File: config.mk
export PLATFORM = sky130hd
export DESIGN_NAME = cache_mem_arbiter
export DESIGN_NICKNAME = d
export VERILOG_FILES = /design/src/rtl/cache_mem_arbiter.sv
export SDC_FILE = /design/constraint.sdc
export NUM_CORES = 1
export LEC_CHECK = 0
export CAP_MARGIN = 30
export CELL_PAD_IN_SITES_DETAIL_PLACEMENT = 0
export CELL_PAD_IN_SITES_GLOBAL_PLACEMENT = 1
export CORE_UTILIZATION = 29
export DETAILED_ROUTE_END_ITERATION = 8
export GPL_ROUTABILITY_DRIVEN = 0
export PLACE_DENSITY_LB_ADDON = 0.1
export REMOVE_ABC_BUFFERS = 1
export SYNTH_ARGS = -nofsm -noshare
export SYNTH_HDL_FRONTEND = slang
export SYNTH_SLANG_ARGS = --single-unit
File: constraint.sdc
create_clock -name CLK -period 2 [get_ports CLK]
set_clock_uncertainty 0.15 [all_clocks]
set_input_delay 0.3 -clock CLK [delete_from_list [all_inputs] [get_ports CLK]]
set_output_delay 0.3 -clock CLK [all_outputs]
set_load 0.01 [all_outputs]
File: src/rtl/cache_mem_arbiter.sv
// Round-robin arbiter sharing one memory command/response port between
// the icache miss path and the dcache miss/write path, with a timeout watchdog.
module cache_mem_arbiter #(
    parameter int unsigned ADDR_W         = 32,
    parameter int unsigned TIMEOUT_CYCLES = 1024,
    parameter logic [31:0] ERR_DATA       = 32'hDEADBEEF
) (
    input  logic              CLK,
    input  logic              reset,
    input  logic              ic_req,
    input  logic [ADDR_W-1:0] ic_addr,
    output logic [31:0]       ic_rdata,
    output logic              ic_done,
    input  logic              dc_req,
    input  logic              dc_we,
    input  logic [ADDR_W-1:0] dc_addr,
    input  logic [31:0]       dc_wdata,
    input  logic [3:0]        dc_wmask,
    output logic [31:0]       dc_rdata,
    output logic              dc_done,
    output logic              mem_cmd_valid,
    input  logic              mem_cmd_ready,
    output logic              mem_cmd_rnw,
    output logic [ADDR_W-1:0] mem_cmd_addr,
    output logic [31:0]       mem_wdata,
    output logic [3:0]        mem_wmask,
    input  logic              mem_rdata_valid,
    input  logic [31:0]       mem_rdata,
    output logic              Stall,
    output logic              err
);

    localparam int unsigned CNT_W = $clog2(TIMEOUT_CYCLES);
    localparam logic [CNT_W-1:0] CNT_MAX = CNT_W'(TIMEOUT_CYCLES - 1);

    typedef enum logic [1:0] {
        S_IDLE,
        S_CMD,
        S_RESP,
        S_DONE
    } state_e;

    state_e            state_q, state_d;
    logic              gnt_dc_q, gnt_dc_d;
    logic              last_dc_q, last_dc_d;
    logic              excl_q, excl_d;
    logic [CNT_W-1:0]  cnt_q, cnt_d;
    logic              rnw_q, rnw_d;
    logic [ADDR_W-1:0] addr_q, addr_d;
    logic [31:0]       wdata_q, wdata_d;
    logic [3:0]        wmask_q, wmask_d;
    logic [31:0]       ic_rdata_q, ic_rdata_d;
    logic [31:0]       dc_rdata_q, dc_rdata_d;
    logic              err_q, err_d;

    logic              ic_elig, dc_elig, pick_dc, tmo;
    logic              cap_en;
    logic [31:0]       cap_val;
    logic              unused_addr_lsbs;

    assign unused_addr_lsbs = ^{ic_addr[1:0], dc_addr[1:0]};

    // The requester served last is masked for the one IDLE cycle after DONE.
    assign ic_elig = ic_req & ~(excl_q & ~last_dc_q);
    assign dc_elig = dc_req & ~(excl_q & last_dc_q);
    assign pick_dc = dc_elig & (~ic_elig | ~last_dc_q);
    assign tmo     = (cnt_q == CNT_MAX);

    always_ff @(posedge CLK or negedge reset) begin
        if (!reset) begin
            state_q    <= S_IDLE;
            gnt_dc_q   <= 1'b0;
            last_dc_q  <= 1'b0;
            excl_q     <= 1'b0;
            cnt_q      <= '0;
            rnw_q      <= 1'b0;
            addr_q     <= '0;
            wdata_q    <= '0;
            wmask_q    <= '0;
            ic_rdata_q <= '0;
            dc_rdata_q <= '0;
            err_q      <= 1'b0;
        end else begin
            state_q    <= state_d;
            gnt_dc_q   <= gnt_dc_d;
            last_dc_q  <= last_dc_d;
            excl_q     <= excl_d;
            cnt_q      <= cnt_d;
            rnw_q      <= rnw_d;
            addr_q     <= addr_d;
            wdata_q    <= wdata_d;
            wmask_q    <= wmask_d;
            ic_rdata_q <= ic_rdata_d;
            dc_rdata_q <= dc_rdata_d;
            err_q      <= err_d;
        end
    end

    always_comb begin
        state_d   = state_q;
        gnt_dc_d  = gnt_dc_q;
        last_dc_d = last_dc_q;
        excl_d    = 1'b0;
        cnt_d     = cnt_q;
        rnw_d     = rnw_q;
        addr_d    = addr_q;
        wdata_d   = wdata_q;
        wmask_d   = wmask_q;
        err_d     = err_q;
        cap_en    = 1'b0;
        cap_val   = mem_rdata;
        unique case (state_q)
            S_IDLE: begin
                if (ic_elig || dc_elig) begin
                    state_d   = S_CMD;
                    gnt_dc_d  = pick_dc;
                    last_dc_d = pick_dc;
                    cnt_d     = '0;
                    if (pick_dc) begin
                        rnw_d   = ~dc_we;
                        addr_d  = {dc_addr[ADDR_W-1:2], 2'b00};
                        wdata_d = dc_wdata;
                        wmask_d = dc_we ? dc_wmask : 4'b0000;
                    end else begin
                        rnw_d   = 1'b1;
                        addr_d  = {ic_addr[ADDR_W-1:2], 2'b00};
                        wdata_d = '0;
                        wmask_d = 4'b0000;
                    end
                end
            end
            S_CMD: begin
                cnt_d = cnt_q + 1'b1;
                if (tmo) begin
                    state_d = S_DONE;
                    err_d   = 1'b1;
                    cap_en  = rnw_q;
                    cap_val = ERR_DATA;
                end else if (mem_cmd_ready) begin
                    state_d = rnw_q ? S_RESP : S_DONE;
                end
            end
            S_RESP: begin
                cnt_d = cnt_q + 1'b1;
                if (tmo) begin
                    state_d = S_DONE;
                    err_d   = 1'b1;
                    cap_en  = 1'b1;
                    cap_val = ERR_DATA;
                end else if (mem_rdata_valid) begin
                    state_d = S_DONE;
                    cap_en  = 1'b1;
                end
            end
            S_DONE: begin
                state_d = S_IDLE;
                excl_d  = 1'b1;
            end
            default: state_d = S_IDLE;
        endcase
    end

    assign ic_rdata_d = (cap_en && !gnt_dc_q) ? cap_val : ic_rdata_q;
    assign dc_rdata_d = (cap_en && gnt_dc_q) ? cap_val : dc_rdata_q;

    always_comb begin
        mem_cmd_valid = (state_q == S_CMD) && !tmo;
        ic_done       = (state_q == S_DONE) && !gnt_dc_q;
        dc_done       = (state_q == S_DONE) && gnt_dc_q;
        Stall         = (ic_req & ~ic_done) | (dc_req & ~dc_done);
    end

    assign mem_cmd_rnw  = rnw_q;
    assign mem_cmd_addr = addr_q;
    assign mem_wdata    = wdata_q;
    assign mem_wmask    = wmask_q;
    assign ic_rdata     = ic_rdata_q;
    assign dc_rdata     = dc_rdata_q;
    assign err          = err_q;

endmodule

# Word-level counts from Yosys, hierarchy flattened

Index checks and enable logic that the tools add are counted.

Flip-flop bits (word level): 148
Input port bits: 139
Output and inout port bits: 138
Logic and storage cells: 71

Add/subtract/negate cells: 1
Equal/unequal tests: 7
Multiplexer cells: 21
Bitwise operators: 16
Reductions and logical operators: 15

Operators with widths:

| kind                  | count |
|---|---|
| $mux 32               | 4 |
| $pmux 10 s2           | 1 |
| $add 10x1->10 const B | 1 |
| $eq 10x10->1 const B  | 1 |
| $mux 10               | 1 |
| $mux 2                | 5 |
| $mux 4                | 2 |
| $pmux 2 s4            | 1 |
| $and 1x1->1           | 7 |
| $not 1->1             | 7 |
| $mux 1                | 6 |
| $ne 3x3->1 const B    | 2 |
| $reduce_and 2->1      | 3 |
| $logic_and 1x1->1     | 5 |
| $eq 2x2->1 const B    | 2 |
| $reduce_and 3->1      | 1 |
| $eq 2x1->1 const B    | 1 |
| $logic_not 1->1       | 2 |
| $logic_not 2->1       | 1 |
| $ne 2x2->1 const B    | 1 |
| $or 1x1->1            | 2 |
| $pmux 1 s2            | 1 |
| $reduce_bool 2->1     | 1 |
| $reduce_or 2->1       | 1 |
| $logic_or 1x1->1      | 1 |

# Longest topological paths before layout

Gate-level depths: netlist (run 1).

Depth in word-level cells: 8
Mapped depth: 8
Mapped depth without buffers: 6

# Worst setup path before layout (run 1)

No wires, ideal clock.

Path kind: reg-to-reg
Start point: register state_q[0]
End point: register dc_rdata_q[10], in the netlist dc_rdata[10]
Setup time: 0.125 ns
Data arrival time: 1.905 ns
Required time: 1.725 ns
Slack: -0.180 ns
Cell stages (with the launch flop): 9
Path buffers: 2
Clock period less this slack: 2.180 ns
Cells stage by stage: dfrtp_1 -> inv_1 -> ha_1 -> nand4_1 -> nor3_1 -> a22o_1 -> buf_6 -> buf_12 -> mux2_4

Cells in the longest elaborated chain, start to end: 3
Elaborated cells on any way between the ends: 6
Those cells by class: 2 x eq/ne; 2 x mux; 2 x reduce/logical

Ends and longest elaborated chain:

| item                                                 | line | source |
|---|---|---|
| from (decl)                                          | 43   | `state_e state_q, state_d;` |
| from (signal assigned)                               | 84   | `state_q <= state_d;` |
| $eq 2x2->1 / $eq 2x1->1 (equally long branches)      | 112  | `unique case (state_q)` |
| $pmux 1 s2 / $reduce_or 2->1 (equally long branches) | n/a  |  |
| $logic_and 1x1->1 / $mux 32 (equally long branches)  | n/a  |  |
| to (signal assigned)                                 | 94   | `dc_rdata_q <= dc_rdata_d;` |
| to (decl)                                            | 53   | `logic [31:0] dc_rdata_q, dc_rdata_d;` |

Parallel ways exist; a longest one is shown, timed or not.
A chain may end at the register's enable or synchronous reset.

# Worst setup path after layout (run 1)

Start point: register state_q[1]
End point: register ic_rdata_q[13], in the netlist ic_rdata[13]

Cells in the longest elaborated chain, start to end: 3
Elaborated cells on any way between the ends: 6
Those cells by class: 2 x eq/ne; 2 x mux; 2 x reduce/logical

Ends and longest elaborated chain:

| item                                                 | line | source |
|---|---|---|
| $eq 2x2->1 / $eq 2x1->1 (equally long branches)      | 112  |  |
| $pmux 1 s2 / $reduce_or 2->1 (equally long branches) | n/a  |  |
| $logic_and 1x1->1 / $mux 32 (equally long branches)  | n/a  |  |
| to (signal assigned)                                 | 93   | `ic_rdata_q <= ic_rdata_d;` |
| to (decl)                                            | 52   | `logic [31:0] ic_rdata_q, ic_rdata_d;` |

Parallel ways exist; a longest one is shown, timed or not.

==> impl_metrics.json, run 1 <==
{
  "status": "complete, but fails checks",
  "violations": "DRC, setup timing",
  "grt.total_usage_pct": 18.3,
  "syn-mean-instance-area_um2": 10.7,
  "placedCellCount": 1185,
  "postLayoutSetupSlackWorst_ps": -210,
  "mean_number_of_vias_per_cell": 4.60,
  "clock_path_buffers": 2,
  "synthDominantCellAreaShare_pct": 55.6,
  "synth.ff_latch_count": 146,
  "final-max-slew-violation-count": 0,
  "cap_violations": 0,
  "cts_max_level": 4,
  "synth.largest_area_cell": "sky130_fd_sc_hd__dfrtp_1",
  "ys_top_cells_by_area": "sky130_fd_sc_hd__dfrtp_1 (56%), sky130_fd_sc_hd__nand2_1 (8.0%), sky130_fd_sc_hd__mux2_4 (5.0%)",
  "ys_flop_type": "sky130_fd_sc_hd__dfrtp_1",
  "synth.lib_cells_used.distinct": 51,
  "first_iter_violations": 199,
  "synthArstFlopShare_pct": 100,
  "power.leakage_uw": 0.00502,
  "cts_tree": "built",
  "pin_count": 277,
  "clock_insertion_delay_worst_skew_ps": 420,
  "required_time_of_the_critical_path_ps": 2140,
  "intPower_uw": 10600,
  "synth_area_mm2": 0.00658,
  "area_overhead_of_the_layout_relative_to_synthesis_pct": 67.5,
  "die_h_um": 153,
  "synth_enable_flop_cells": 0,
  "final_sum_of_negative_setup_slack_ps": -9250,
  "rows": 54,
  "list_of_most_frequent_post_synthesis_cells": "sky130_fd_sc_hd__dfrtp_1 (146), sky130_fd_sc_hd__nand2_1 (141), sky130_fd_sc_hd__nor2_1 (35), sky130_fd_sc_hd__nand3_1 (33), sky130_fd_sc_hd__a31oi_1 (30)",
  "vias": 5706,
  "timing.final.hold_violations": 0,
  "fin_crit_sh_pct": 111,
  "clockRootBuffer": "sky130_fd_sc_hd__clkbuf_16",
  "drive_above_1_share_pct": 21.4,
  "start_kind": "register",
  "diodes_inserted": 0,
  "dp_hpwl_mm": 14.8,
  "first_global_vias": 6141,
  "critPathArrivalTime_ps": 2350,
  "max_slew.worst_pin.slew_ps": 534,
  "coreArea_mm2": 0.0220,
  "design.die.area_mm2": 0.0233,
  "drc_errors": 17,
  "netlist_instances": 617,
  "share_clk_of_total_power_pct": 19.4,
  "average_detailed_routed_wire_length_per_instance_um": 17.2,
  "critical_path_peak_fanout": 7,
  "comb_power_share_pct": 49.1,
  "seq_power_share_pct": 31.5,
  "start_util_pct": 29.9,
  "critical_path_class": "reg2reg",
  "power.share.switching_pct": 33.8,
  "routed_wl_mm": 21.4,
  "yosysMostFrequentCell": "sky130_fd_sc_hd__dfrtp_1",
  "grt_pass1_wl_mm": 33.1,
  "max_slew_margin_pct": 64.4,
  "number_of_port_buffers": 270,
  "detailedRoute.firstPassIterationCount": 9,
  "detail-route-antenna-nets": 0,
  "antenna_found_initial": 0,
  "dieWidth_um": 153,
  "min_path_type": "in2async",
  "timing.critical_path.to_type": "register",
  "grt_remaining_overflow": 0,
  "clock_sink_count": 146,
  "ir_worst_vdd_v": 0.000528,
  "numCtsBuffers": 17,
  "max_freq_ghz": 0.452,
  "rsz0062_at_grt": "true",
  "ys_seq_area_share_pct": 55.6,
  "yosysWarningCount": 0,
  "layoutNonFillerInstCount": 1240,
  "final_nets": 1092,
  "p_per_area_mw_per_mm2": 1460,
  "switching_power_uw": 5440,
  "grt_start_max_net_pins": 54,
  "clk_pin_slew_worst_paths_ps": 70,
  "setup_violations_final": 66,
  "timing.final.crit_period_ps": 2210
}
==> power groups by stage <==
stage	combinational, uW	sequential (uW)	clock, uW
global placement	7280	5030	0
CTS	7680	5080	3220
floorplan	2420	5610	0
detailed placement	7370	5100	0
global route	8500	5250	3350
finish	7900	5060	3120
==> state kept, by name (all words and copies together), names as in the netlist, 2 cells and up <==
register / flops
mem_cmd_addr: 30
mem_wmask: 4
mem_wdata: 32
state_q: 2
cnt_q: 10
ic_rdata: 32
dc_rdata: 32
==> metal layers <==
metal | global-route usage, % | part of all wire (%) | vias up
met3 | 8.13 | 10 | 20
met2 | 30.4 | 48 | 214
met4 | 5.77 | 1.5 | 0
li1 | - | - | 2755
met1 | 21.2 | 40 | 2717
met5 | 0 | 0 | -
==> final timing paths <==
path	start	to	slack, ps	cells past startpoint
worst max-delay path	state_q[1]$_DFFE_PN0P_	ic_rdata[13]$_DFFE_PN0P_	-210	10
worst min-delay path	reset	dc_rdata[11]$_DFFE_PN0P_	250	2
worst max register to register	state_q[1]$_DFFE_PN0P_	ic_rdata[13]$_DFFE_PN0P_	-210	10
worst min register to register	mem_wdata[29]$_DFFE_PN0P_	mem_wdata[29]$_DFFE_PN0P_	320	2
max in group asynchronous	reset	dc_rdata[3]$_DFFE_PN0P_	760	3
min in group CLK	dc_wdata[5]	mem_wdata[5]$_DFFE_PN0P_	270	3
==> logic make-up (layout without fill, tap and decap cells) <==
logic type	Yosys count	in the layout	share of synthesized area, %
AOI/OAI and AO/OA	71	71	7.33
and+or+nand+nor	264	267	18.3
DFF	146	146	55.6
muxes	67	67	12.4
buffers and inverters	62	401	5.18
other	1	2	0.0570
adders and majority gates	6	6	1.14
==> timing repair <==
action,CTS,global route
hold buffers,1,0
endpoints found under the hold margin,48,0
resized for setup,43,27
endpoints found under the setup margin,65,101
setup buffers,12,4
gates cloned,3,3
pin swaps,14,14
==> final cells by class <==
class | instances | area, um^2
repair buffers | 346 | 3520
multi-input cells | 413 | 2830
well taps | 280 | 350
inverters | 23 | 86.3
clock inverters | 12 | 123
clock buffers | 20 | 457
flip-flops and latches | 146 | 3650
fillers | 1970 | 11000
==> worst max-delay path, stage by stage (launching register included) <==
cell and delay (ps):
sky130_fd_sc_hd__dfrtp_1 390, sky130_fd_sc_hd__inv_2 90, sky130_fd_sc_hd__buf_6 110, sky130_fd_sc_hd__ha_4 140, sky130_fd_sc_hd__nand4_1 130, sky130_fd_sc_hd__buf_4 170
sky130_fd_sc_hd__nor4_4 250, sky130_fd_sc_hd__a21oi_4 60, sky130_fd_sc_hd__buf_12 150, sky130_fd_sc_hd__buf_12 140, sky130_fd_sc_hd__mux2_4 300
==> cell usage in the layout, fill, tap and decap left out, types with 16 or more instances in the layout <==
cell type and instances:
sky130_fd_sc_hd__nand2_1 134, sky130_fd_sc_hd__nand2b_1 17, sky130_fd_sc_hd__nand3_1 33, sky130_fd_sc_hd__buf_4 47
sky130_fd_sc_hd__mux2_4 25, sky130_fd_sc_hd__a31oi_1 30, sky130_fd_sc_hd__nor2_1 35, sky130_fd_sc_hd__dfrtp_1 146
sky130_fd_sc_hd__clkdlybuf4s50_1 265, sky130_fd_sc_hd__mux2i_1 16, sky130_fd_sc_hd__inv_1 21, sky130_fd_sc_hd__mux2_2 24
sky130_fd_sc_hd__clkbuf_16 19
==> metrics by stage <==
stage	setup slack, ps	total power (uW)	hold WS [ps]	util [%]	area [um^2]
2_1_floorplan	-3110	8040	-146	-	6320
3_3_place_gp	-199	12300	142	45.3	9970
5_1_grt	-301	17100	254	50.0	11000
3_5_place_dp	-248	12500	152	45.3	9970
6_report	-210	16100	250	50.0	11000
4_1_cts	-169	16000	242	49.1	10800
Note: power is estimated with default switching activity, not from simulation.
==> inputs of run 2 (changes only) <==
CTS_BUF_LIST = sky130_fd_sc_hd__clkbuf_16   (was default)
GPL_ROUTABILITY_DRIVEN = default   (was 0)
MAX_ROUTING_LAYER = met4   (was default)
==> run 2 against run 1 <==
  * The flow still finishes with violations (DRC, setup timing)
  * First-iteration DRC count grew 11%
  * Die area did not move
  * Routed wire length grew 1.2%
  * Clock power decreased by 3%
  * Sequential power is essentially flat
  * Count of clock-buffer cells in the layout fell by 3
  * Via count grew 1.1%
==> impl_metrics.json, run 2 (synthesis gave the netlist of run 1 again) <==
{
  "status": "complete, but fails checks",
  "critical_path_class": "reg2reg",
  "violations": "DRC, setup timing",
  "grt.total_usage_pct": 19.1,
  "layout.cells.most_common_list": "sky130_fd_sc_hd__clkdlybuf4s50_1 (265), sky130_fd_sc_hd__dfrtp_1 (145), sky130_fd_sc_hd__nand2_1 (136)",
  "dp_hpwl_mm": 14.8,
  "max_slew_margin_pct": 64.3,
  "fin_crit_sh_pct": 109,
  "vias": 5769,
  "detail-route-antenna-nets": 0,
  "start_kind": "register",
  "grt_start_max_net_pins": 54,
  "cap_violations": 0,
  "timing.final.hold_violations": 0,
  "p_per_area_mw_per_mm2": 1450,
  "clock_sink_count": 146,
  "cts_max_level": 4,
  "ir_worst_vdd_v": 0.000507,
  "timing.critical_path.buf_inv": 1,
  "pre_cts_slack_ps": -248,
  "mean_number_of_vias_per_cell": 4.65,
  "top_layer": "met4",
  "average_detailed_routed_wire_length_per_instance_um": 17.4,
  "design.die.area_mm2": 0.0233,
  "first_iter_violations": 220,
  "final-max-slew-violation-count": 0,
  "start_util_pct": 29.9,
  "finished_core_util_pct": 50.3,
  "detailedRoute.firstPassIterationCount": 8,
  "required_time_of_the_critical_path_ps": 2150,
  "grt_pass1_wl_mm": 33.2,
  "numCtsBuffers": 17,
  "wl_met1_mm": 8.79,
  "clk_pin_slew_worst_paths_ps": 60,
  "antenna_found_initial": 0,
  "number_of_port_buffers": 270,
  "final_sum_of_negative_setup_slack_ps": -8310,
  "pin_count": 277,
  "critical_path_peak_fanout": 14,
  "max_freq_ghz": 0.458,
  "timing.critical_path.to_type": "register",
  "rsz0062_at_grt": "true",
  "clock_path_buffers": 2,
  "drive_above_1_share_pct": 21.4,
  "critPathArrivalTime_ps": 2330,
  "setup_violations_final": 66,
  "die_h_um": 153,
  "report.power.total_uw": 16100,
  "cts_tree": "built",
  "max_slew.worst_pin.slew_ps": 536,
  "wl_met3_mm": 2.03,
  "rows": 54,
  "final_estimated_routing_congestion_in_global_placement": 0.827,
  "clockRootBuffer": "sky130_fd_sc_hd__clkbuf_16",
  "routed_wl_mm": 21.6,
  "cp_peak_stage_delay_ps": 390,
  "worstPathCellList": "ha_2 > and3_4 > a41o_1 > a21oi_4 > clkbuf_16 > mux2_2",
  "area_overhead_of_the_layout_relative_to_synthesis_pct": 68.6,
  "postLayoutSetupSlackWorst_ps": -182,
  "critical_path.slowest_cell": "sky130_fd_sc_hd__dfrtp_1",
  "min_path_type": "in2async",
  "final_nets": 1093,
  "drc_errors": 18,
  "coreArea_mm2": 0.0220,
  "clock_insertion_delay_worst_skew_ps": 420,
  "dieWidth_um": 153,
  "power.leakage_uw": 0.00506,
  "grt_remaining_overflow": 0,
  "diodes_inserted": 0,
  "met2WireLength_mm": 10.4,
  "kind_of_cell_adding_the_most_delay_to_the_critical_path": "compound AO/OA/AOI/OAI gates",
  "timing.final.crit_period_ps": 2180,
  "first_global_vias": 6148,
  "layout_commonest_cell": "sky130_fd_sc_hd__clkdlybuf4s50_1"
}
[run 2: changes by cell type in the layout (fill, tap and decap cells not counted), moves of 4 or more]
cell,previous run,this run
sky130_fd_sc_hd__nand2_4,0,4
sky130_fd_sc_hd__nand2_2,7,1
sky130_fd_sc_hd__nand2b_4,5,11
sky130_fd_sc_hd__nand2b_1,17,11
[run 2: final timing paths]
check / slack, ps / cells after the start / from / endpoint
max reg2reg: -180 / 6 / cnt_q[0]$_DFFE_PN0P_ / ic_rdata[26]$_DFFE_PN0P_
max: -180 / 6 / cnt_q[0]$_DFFE_PN0P_ / ic_rdata[26]$_DFFE_PN0P_
min in group CLK: 260 / 3 / dc_wdata[5] / mem_wdata[5]$_DFFE_PN0P_
min: 250 / 2 / reset / dc_rdata[11]$_DFFE_PN0P_
min reg2reg: 320 / 2 / mem_wdata[23]$_DFFE_PN0P_ / mem_wdata[23]$_DFFE_PN0P_
max in group asynchronous: 760 / 3 / reset / mem_cmd_addr[23]$_DFFE_PN0P_
[run 2: area by class of cell]
class,count,area [um^2]
fillers,1974,10900
flip-flops and latches,146,3650
clock inverters,15,134
multi-input cells,414,2910
clock buffers,17,425
well taps,280,350
inverters,23,86.3
repair buffers,346,3530
[run 2: report_power, final]
| group | internal (uW) | total, uW | switching (uW) | leakage (uW) |
|---|---|---|---|---|
| combinational | 4560 | 7950 | 3390 | 0.00301 |
| sequential | 4280 | 5080 | 796 | 0.00179 |
| clock | 1720 | 3040 | 1320 | 0.000268 |
[run 2: metal layers]
layer / vias to the layer above / track usage (%)
met3: 21 / 7.68
met2: 227 / 30.6
met5: - / -
met4: 0 / 5.92
li1: 2755 / -
met1: 2766 / 21.8
[run 2: what timing repair did]
action,CTS,global route
pin swaps,10,17
hold buffers,1,0
setup endpoints to repair,65,127
resized for setup,43,42
hold endpoints to repair,48,0
cloned,4,3
setup buffers,8,10
[run 2: per-stage QoR]
step	instances	hold WS (ps)	cell area (um^2)
finish	1241	249	11100
global route	1241	251	11100
CTS	1230	240	10800
detailed placement	1185	152	9970
global placement	1185	142	9970
floorplan	579	-146	6320
==> inputs of run 3 (changes only) <==
CTS_CLUSTER_DIAMETER = 50   (was default)
==> results of run 3 <==
Same layout as run 2: the final DEF is identical, and so are final timing and power.
